===== config.mk =====
export PLATFORM = sky130hd
export DESIGN_NAME = trade_order_ctrl
export DESIGN_NICKNAME = d
export VERILOG_FILES = /design/src/rtl/trade_order_ctrl.sv
export SDC_FILE = /design/constraint.sdc
export NUM_CORES = 1
export LEC_CHECK = 0
export CELL_PAD_IN_SITES_DETAIL_PLACEMENT = 1
export CELL_PAD_IN_SITES_GLOBAL_PLACEMENT = 1
export CORE_MARGIN = 2
export CORE_UTILIZATION = 35
export CTS_CLUSTER_DIAMETER = 150
export CTS_CLUSTER_SIZE = 25
export DETAILED_ROUTE_END_ITERATION = 10
export MAX_ROUTING_LAYER = met4
export PLACE_DENSITY = 0.85
export SYNTH_ARGS = -nofsm -noshare
export SYNTH_HDL_FRONTEND = slang
export SYNTH_SLANG_ARGS = --single-unit
export TNS_END_PERCENT = 50

===== constraint.sdc =====
create_clock -name i_clk -period 2 [get_ports i_clk]
set_input_delay 0.4 -clock i_clk [delete_from_list [all_inputs] [get_ports i_clk]]
set_output_delay 0.4 -clock i_clk [all_outputs]
set_load 0.02 [all_outputs]

===== src/rtl/trade_order_ctrl.sv =====
// Order-issue controller: turns SMA buy/sell pulses into single valid/ready orders
// under a signed position limit and a post-trade cooldown, counting dropped signals.
module trade_order_ctrl #(
  parameter int MAX_POS  = 4,
  parameter int POS_W    = 4,
  parameter int COOLDOWN = 8
) (
  input  logic             i_clk,
  input  logic             i_rst_n,
  input  logic             i_enable,
  input  logic             i_data_valid_sma,
  input  logic             i_buy_signal,
  input  logic             i_sell_signal,
  input  logic             i_order_ready,
  output logic             o_order_valid,
  output logic             o_order_side,
  output logic [7:0]       o_order_id,
  output logic [POS_W-1:0] o_position,
  output logic             o_busy,
  output logic [7:0]       o_drop_count
);

  localparam int CNT_W = (COOLDOWN > 1) ? $clog2(COOLDOWN) : 1;
  localparam bit HAS_COOL = (COOLDOWN > 0);
  localparam logic [CNT_W-1:0] CNT_LOAD = (COOLDOWN > 0) ? CNT_W'(COOLDOWN - 1) : '0;
  localparam logic signed [POS_W-1:0] POS_HI  = POS_W'(MAX_POS);
  localparam logic signed [POS_W-1:0] POS_LO  = -POS_HI;
  localparam logic signed [POS_W-1:0] POS_ONE = POS_W'(1);

  typedef enum logic [1:0] {
    S_IDLE  = 2'd0,
    S_ISSUE = 2'd1,
    S_COOL  = 2'd2
  } state_t;

  state_t                   r_state;
  logic [CNT_W-1:0]         r_cnt;
  logic                     r_order_valid;
  logic                     r_order_side;
  logic [7:0]               r_order_id;
  logic signed [POS_W-1:0]  r_position;
  logic [7:0]               r_drop_count;

  state_t                   w_state_next;
  logic [CNT_W-1:0]         w_cnt_next;
  logic                     w_order_valid_next;
  logic                     w_order_side_next;
  logic [7:0]               w_order_id_next;
  logic signed [POS_W-1:0]  w_position_next;
  logic [7:0]               w_drop_count_next;
  logic                     w_drop;
  logic                     w_accept;
  logic                     w_sig_any;
  logic                     w_conflict;

  assign w_accept   = r_order_valid & i_order_ready;
  assign w_sig_any  = i_data_valid_sma & (i_buy_signal | i_sell_signal);
  assign w_conflict = i_data_valid_sma & i_buy_signal & i_sell_signal;

  always_ff @(posedge i_clk or negedge i_rst_n) begin
    if (!i_rst_n) begin
      r_state       <= S_IDLE;
      r_cnt         <= '0;
      r_order_valid <= 1'b0;
      r_order_side  <= 1'b0;
      r_order_id    <= 8'd0;
      r_position    <= '0;
      r_drop_count  <= 8'd0;
    end else begin
      r_state       <= w_state_next;
      r_cnt         <= w_cnt_next;
      r_order_valid <= w_order_valid_next;
      r_order_side  <= w_order_side_next;
      r_order_id    <= w_order_id_next;
      r_position    <= w_position_next;
      r_drop_count  <= w_drop_count_next;
    end
  end

  always_comb begin
    w_state_next       = r_state;
    w_cnt_next         = r_cnt;
    w_order_valid_next = r_order_valid;
    w_order_side_next  = r_order_side;
    w_order_id_next    = r_order_id;
    w_position_next    = r_position;
    w_drop             = 1'b0;

    case (r_state)
      S_IDLE: begin
        // With trading disabled every signal, conflicting or not, is ignored uncounted.
        if (i_enable && i_data_valid_sma) begin
          if (w_conflict) begin
            w_drop = 1'b1;
          end else if (i_buy_signal) begin
            if (r_position < POS_HI) begin
              w_order_side_next  = 1'b1;
              w_order_valid_next = 1'b1;
              w_state_next       = S_ISSUE;
            end else begin
              w_drop = 1'b1;
            end
          end else if (i_sell_signal) begin
            if (r_position > POS_LO) begin
              w_order_side_next  = 1'b0;
              w_order_valid_next = 1'b1;
              w_state_next       = S_ISSUE;
            end else begin
              w_drop = 1'b1;
            end
          end
        end
      end

      S_ISSUE: begin
        w_drop = w_sig_any;
        if (w_accept) begin
          w_order_valid_next = 1'b0;
          w_order_id_next    = r_order_id + 8'd1;
          w_position_next    = r_order_side ? (r_position + POS_ONE)
                                            : (r_position - POS_ONE);
          w_cnt_next         = CNT_LOAD;
          w_state_next       = HAS_COOL ? S_COOL : S_IDLE;
        end
      end

      S_COOL: begin
        w_drop = w_sig_any;
        if (r_cnt == '0) begin
          w_state_next = S_IDLE;
        end else begin
          w_cnt_next = r_cnt - 1'b1;
        end
      end

      default: begin
        w_state_next       = S_IDLE;
        w_order_valid_next = 1'b0;
      end
    endcase

    w_drop_count_next = (w_drop && (r_drop_count != 8'hFF)) ? (r_drop_count + 8'd1)
                                                            : r_drop_count;
  end

  assign o_order_valid = r_order_valid;
  assign o_order_side  = r_order_side;
  assign o_order_id    = r_order_id;
  assign o_position    = r_position;
  assign o_busy        = (r_state != S_IDLE);
  assign o_drop_count  = r_drop_count;

endmodule


# Yosys cells after proc, flatten, opt, wreduce, memory -nomap -nowiden
# Index checks and enable logic that the tools add are counted.
word_totals:
  regBits: 27
  inputBits: 7
  out_inout_bits: 23
  word_cells: 78
classes:
  n_addsub: 5
  magnitude_cmp: 2
  eq_ne: 12
  muxes: 31
  n_bitwise: 7
  reduce_logical: 14
ops:
  columns: ["op", "n"]
  rows:
  - ["$add 8x1->8 const B", 2]
  - ["$mux 1", 16]
  - ["$mux 2", 8]
  - ["$reduce_and 7->1", 2]
  - ["$ne 2x2->1 const B", 5]
  - ["$ne 3x3->1 const B", 3]
  - ["$ne 8x8->1 const B", 1]
  - ["$reduce_bool 2->1", 4]
  - ["$mux 3", 2]
  - ["$pmux 2 s3", 1]
  - ["$pmux 3 s2", 1]
  - ["$reduce_and 6->1", 1]
  - ["$add 4x2->4 const B", 1]
  - ["$and 1x1->1", 4]
  - ["$gt 4x3->1 const B", 1]
  - ["$lt 4x4->1 const B", 1]
  - ["$mux 4", 1]
  - ["$sub 4x2->4 const B", 1]
  - ["$logic_not 3->1", 1]
  - ["$pmux 1 s3", 1]
  - ["$reduce_and 3->1", 1]
  - ["$sub 3x1->3 const B", 1]
  - ["$eq 2x1->1 const B", 1]
  - ["$eq 2x2->1 const B", 1]
  - ["8 further kinds", 10]

# Depth between registers and ports, before layout
# Gate-level depths: netlist of the first run.
depth:
  depth_word: 8
  mapped_depth: 7
  mapped_depth_nobuf: 7

# Worst setup path after synthesis of the first run
# No wires, ideal clock.
synth_path:
  path_kind: "flip-flop to flip-flop"
  start: "reg r_state[0]"
  end: "reg r_drop_count[1], in the netlist o_drop_count[1]"
  setup_ns: 0.125
  arrival_ns: 1.751
  required_time_ns: 1.875
  slack_ns: 0.124
  path_stages_with_launch: 7
  n_path_buf: 0
  period_less_slack_ns: 1.876
  path_cell_list: "dfrtp_1 -> inv_1 -> ha_1 -> and3_1 -> a311o_2 -> nand4_4 -> mux2_2"
synth_via:
  elab_chain_cells: 4
  elab_cells_between_ends: 6
  cone_classes: "eq/ne: 2; mux: 1; reduce/logical: 3"
synth_lines:
  columns: ["element", "line_no", "rtl"]
  rows:
  - ["start, declared", "36", "state_t r_state;"]
  - ["start signal, assigned", "70", "r_state <= w_state_next;"]
  - ["$eq 2x2->1 or $eq 2x1->1 (tied branches)", "89", "case (r_state)"]
  - ["$reduce_or 2->1 (no line)", null, null]
  - ["$pmux 1 s2 *", "89", null]
  - ["$logic_and 1x1->1 *", "142", "w_drop_count_next = (w_drop && (r_drop_count != 8'hFF)) ? (r_drop_count + 8'd1)"]
  - ["end signal, assigned", "76", "r_drop_count <= w_drop_count_next;"]
  - ["end, declared", "42", "logic [7:0] r_drop_count;"]
# Every way passes the cells marked *; elsewhere a longest branch is shown, timed or not.
# A chain may end at the register's enable or synchronous reset.

# Final worst setup path of the first run
layout_path:
  start: "reg r_state[1]"
  end: "reg r_drop_count[1], in the netlist o_drop_count[1]"
# Same word-level chain as after synthesis.

==> metrics.md, run 1 <==
| Metric | Value |
|---|---|
| Clk_lat worst skew | 0.27 ns |
| Library cells used by synthesis | 32 |
| Slew @ Worst Pin | 0.355 ns |
| Core area | 0.00400 sq mm |
| Synthesized flop and latch total | 27 |
| Final nets | 200 |
| Critical Path RT | 2.16 ns |
| Detailed Route WL | 3390 microns |
| Critical path class | reg -> reg |
| First-pass GRT wire length | 5700 microns |
| Fill count | 434 |
| Drt drc | 0 |
| Skew final | 0.00625 ns |
| Avg Vias per Cell | 5.01 |
| Yosys synthesis warning count | 0 |
| Setup TNS | 0 ns |
| RSZ-0062 raised after global routing | false |
| Multi-input logic area | 753 sq um |
| Pwr Density | 1410 mW/mm^2 |
| Status | completed |
| CTS Hold Bufs | 0 |
| Via count | 1157 |
| Critical Path Sink Type | flop |
| Sequential cell area | 676 sq um |
| Clock sink total | 27 |
| Commonest non-fill, non-tap cell in the layout | clkdlybuf4s50_1 |
| P&R area growth vs syn | 35.3% |
| Hold path cells | 1 |
| Die W | 68.5 microns |
| Synthesized instance count | 136 |
| ANT cells | 0 |
| Routability cong. | 0.874 |
| Root buffer cell | clkbuf_8 |
| Setup violations, final | 0 |
| Worst hold endpoint | o_order_id[7] |
| Avg WL per Cell | 14.7 microns |
| Type of the tightest min-delay check | reg -> reg |
| Multiplexer area fraction after synthesis | 3.10% |
| Detailed placement HPWL | 2680 microns |
| Grt ovf | 0 |
| Slew Limit Fails | 0 |
| Largest net degree at the start of global routing | 28 |
| Initial antenna violation count | 0 |
| Post-synthesis adder-cell area fraction | 9.97% |
| Xor/xnor share of the synthesized area | 10.8% |
| Tot Pwr | 0.00278 W |
| Post-synthesis sequential area ratio | 46.4% |
| Num CTS Buffers | 3 |
| Worst R2R End | o_drop_count[1] |
| Clock buffer depth | 2 |
| Commonest cells after routing, fill and taps aside | clkdlybuf4s50_1 (28), dfrtp_1 (27), nor2_1 (13) |
| Port Buffers | 29 |
| CP Launch Type | flop |
| Die ar. | 0.00469 sq mm |
| Async S/R FF share, synth | 100% |
| MaxCap Viol Count | 0 |
| Worst EP arrival | 2.08 ns |
| Syn nets | 154 |
| Cell Rows | 23 |
| CTS tree | built |
| Crit Path Max Fanout | 4 |
| Mean Syn Cell Area | 10.7 sq um |
| Post-Place Setup Slack | -0.0674 ns |
| Setup slack, reg-to-reg | 0.08 ns |
| Utilization after layout | 49.2% |
| Routed Antenna Nets | 0 |
| Layout cell share with drive strength beyond 1 | 19.3% |
| Synth Cell Area | 0.00146 sq mm |
| Die Y | 68.5 microns |
| Leakage power total | 0.899 nW |
| Worst-case headroom to the max-slew limit | 76.3% |
| Ys flop type | dfrtp_1 |
| Starting Density | 36.4% |
| Simple-Gate Fraction of Synth Area | 16.9% |
| FMAX | 521 MHz |
| Clock-pin slew on the worst setup and hold paths | 0.10 ns |
| Final Cycle Share | 95.9% |
| Pre-Repair DR Iteration Count | 4 |
| Worst hold start | o_order_id[7] |
| Endpoints failing hold | 0 |
| Largest family of logic cells by synthesized area | simple AND/OR/NAND/NOR gates |
| IO Pins | 30 |
| Overall routing resource usage | 16.6% |
| Worst reg-to-reg path cell count | 6 |
| Worst r2r src | r_state[1] |
| H-tree depth | 1 |
| Final setup margin | 0.0812 ns |
| Vias in the first global route | 1264 |
| Compound-Gate Fraction of Synth Area | 10.1% |
| Final min period | 1.92 ns |
| VDD IR max | 0.000608 V |
| Post-synth EDFFs | 0 |
| DRT iter0 DRCs | 18 |
[logic make-up after synthesis]
group	Yosys count
xor+xnor	18
flops	27
mux	4
compound gates	21
buf+inv	10
simple gates	45
fa+ha+maj	11
[worst max path at each step]
stage / from / to / slack [ns]
2_1_floorplan: r_state[0] / o_drop_count[1] / 0.12
3_3_place_gp: i_sell_signal / o_drop_count[1] / 0.02
3_5_place_dp: i_sell_signal / r_state[1] / -0.07
4_1_cts: r_state[0] / o_drop_count[1] / 0.04
5_1_grt: r_state[1] / o_drop_count[1] / 0.001
6_report: r_state[1] / o_drop_count[1] / 0.08
[critical path, stage by stage (launching register included)]
cell and delay [ns]:
dfrtp_1 0.44, inv_2 0.08, ha_2 0.28, and3_1 0.18, a311o_2 0.38, nand4_4 0.12
mux2_2 0.34
[repair_timing]
action | in CTS | in global routing
gates resized for setup | 1 | 5
setup buffers | 0 | 2
hold endpoints to repair | 0 | 0
endpoints found under the setup margin | 1 | 9
[cell usage after synthesis (all sizes together), types with 2 or more instances]
cell | instances | area [sq um]
nor4 | 2 | 18.8
o32a | 2 | 21.3
o21ai | 5 | 25.0
mux2 | 4 | 45.0
nand3 | 11 | 60.1
dfrtp | 27 | 676
nor2 | 13 | 48.8
nor3 | 3 | 15.0
xnor2 | 9 | 78.8
inv | 10 | 37.5
ha | 10 | 125
nand2 | 8 | 30.0
and3 | 2 | 12.5
a21oi | 8 | 47.6
nand4 | 2 | 27.5
xor2 | 9 | 78.8
[final cells by class]
cell class,count,area share [%]
Timing Repair Buffer,41,19.9
Tap cell,50,3.18
Clock buffer,3,2.10
Inverter,10,1.91
Sequential cell,27,34.3
Clock inverter,1,0.381
Multi-Input combinational cell,99,38.2
[per-layer routing]
layer  GRT usage, %  part of all wire [%]
met1           19.9                    43
met4           3.50                  0.41
met2           29.6                    54
met3           2.14                   2.1
met5              -                     0
[where the power goes]
group          internal [W]  total [W]  switching (W)
Sequential         0.000719   0.000941       0.000222
Clock              0.000141   0.000316       0.000175
Combinational      0.000761    0.00152       0.000761
[through the flow]
step | cells | instance area (sq um) | hold WS [ns]
detailed placement | 225 | 1900 | 0.483
CTS | 229 | 1940 | 0.500
global placement | 225 | 1900 | 0.459
finish | 231 | 1970 | 0.495
floorplan | 136 | 1460 | 0.104
global route | 231 | 1970 | 0.518
[sequential cells by signal, indices dropped and copies added (netlist names)]
signal,cells
o_drop_count,8
o_order_id,8
o_order_side,1
o_order_valid,1
o_position,4
r_cnt,3
r_state,2
Note: power is estimated with default switching activity, not from simulation.
==> run 2: changes to the inputs <==
Settings changed: HOLD_SLACK_MARGIN set to 0.08.
==> results of run 2 <==
The final DEF is identical to that of run 1; final timing and power are the same.
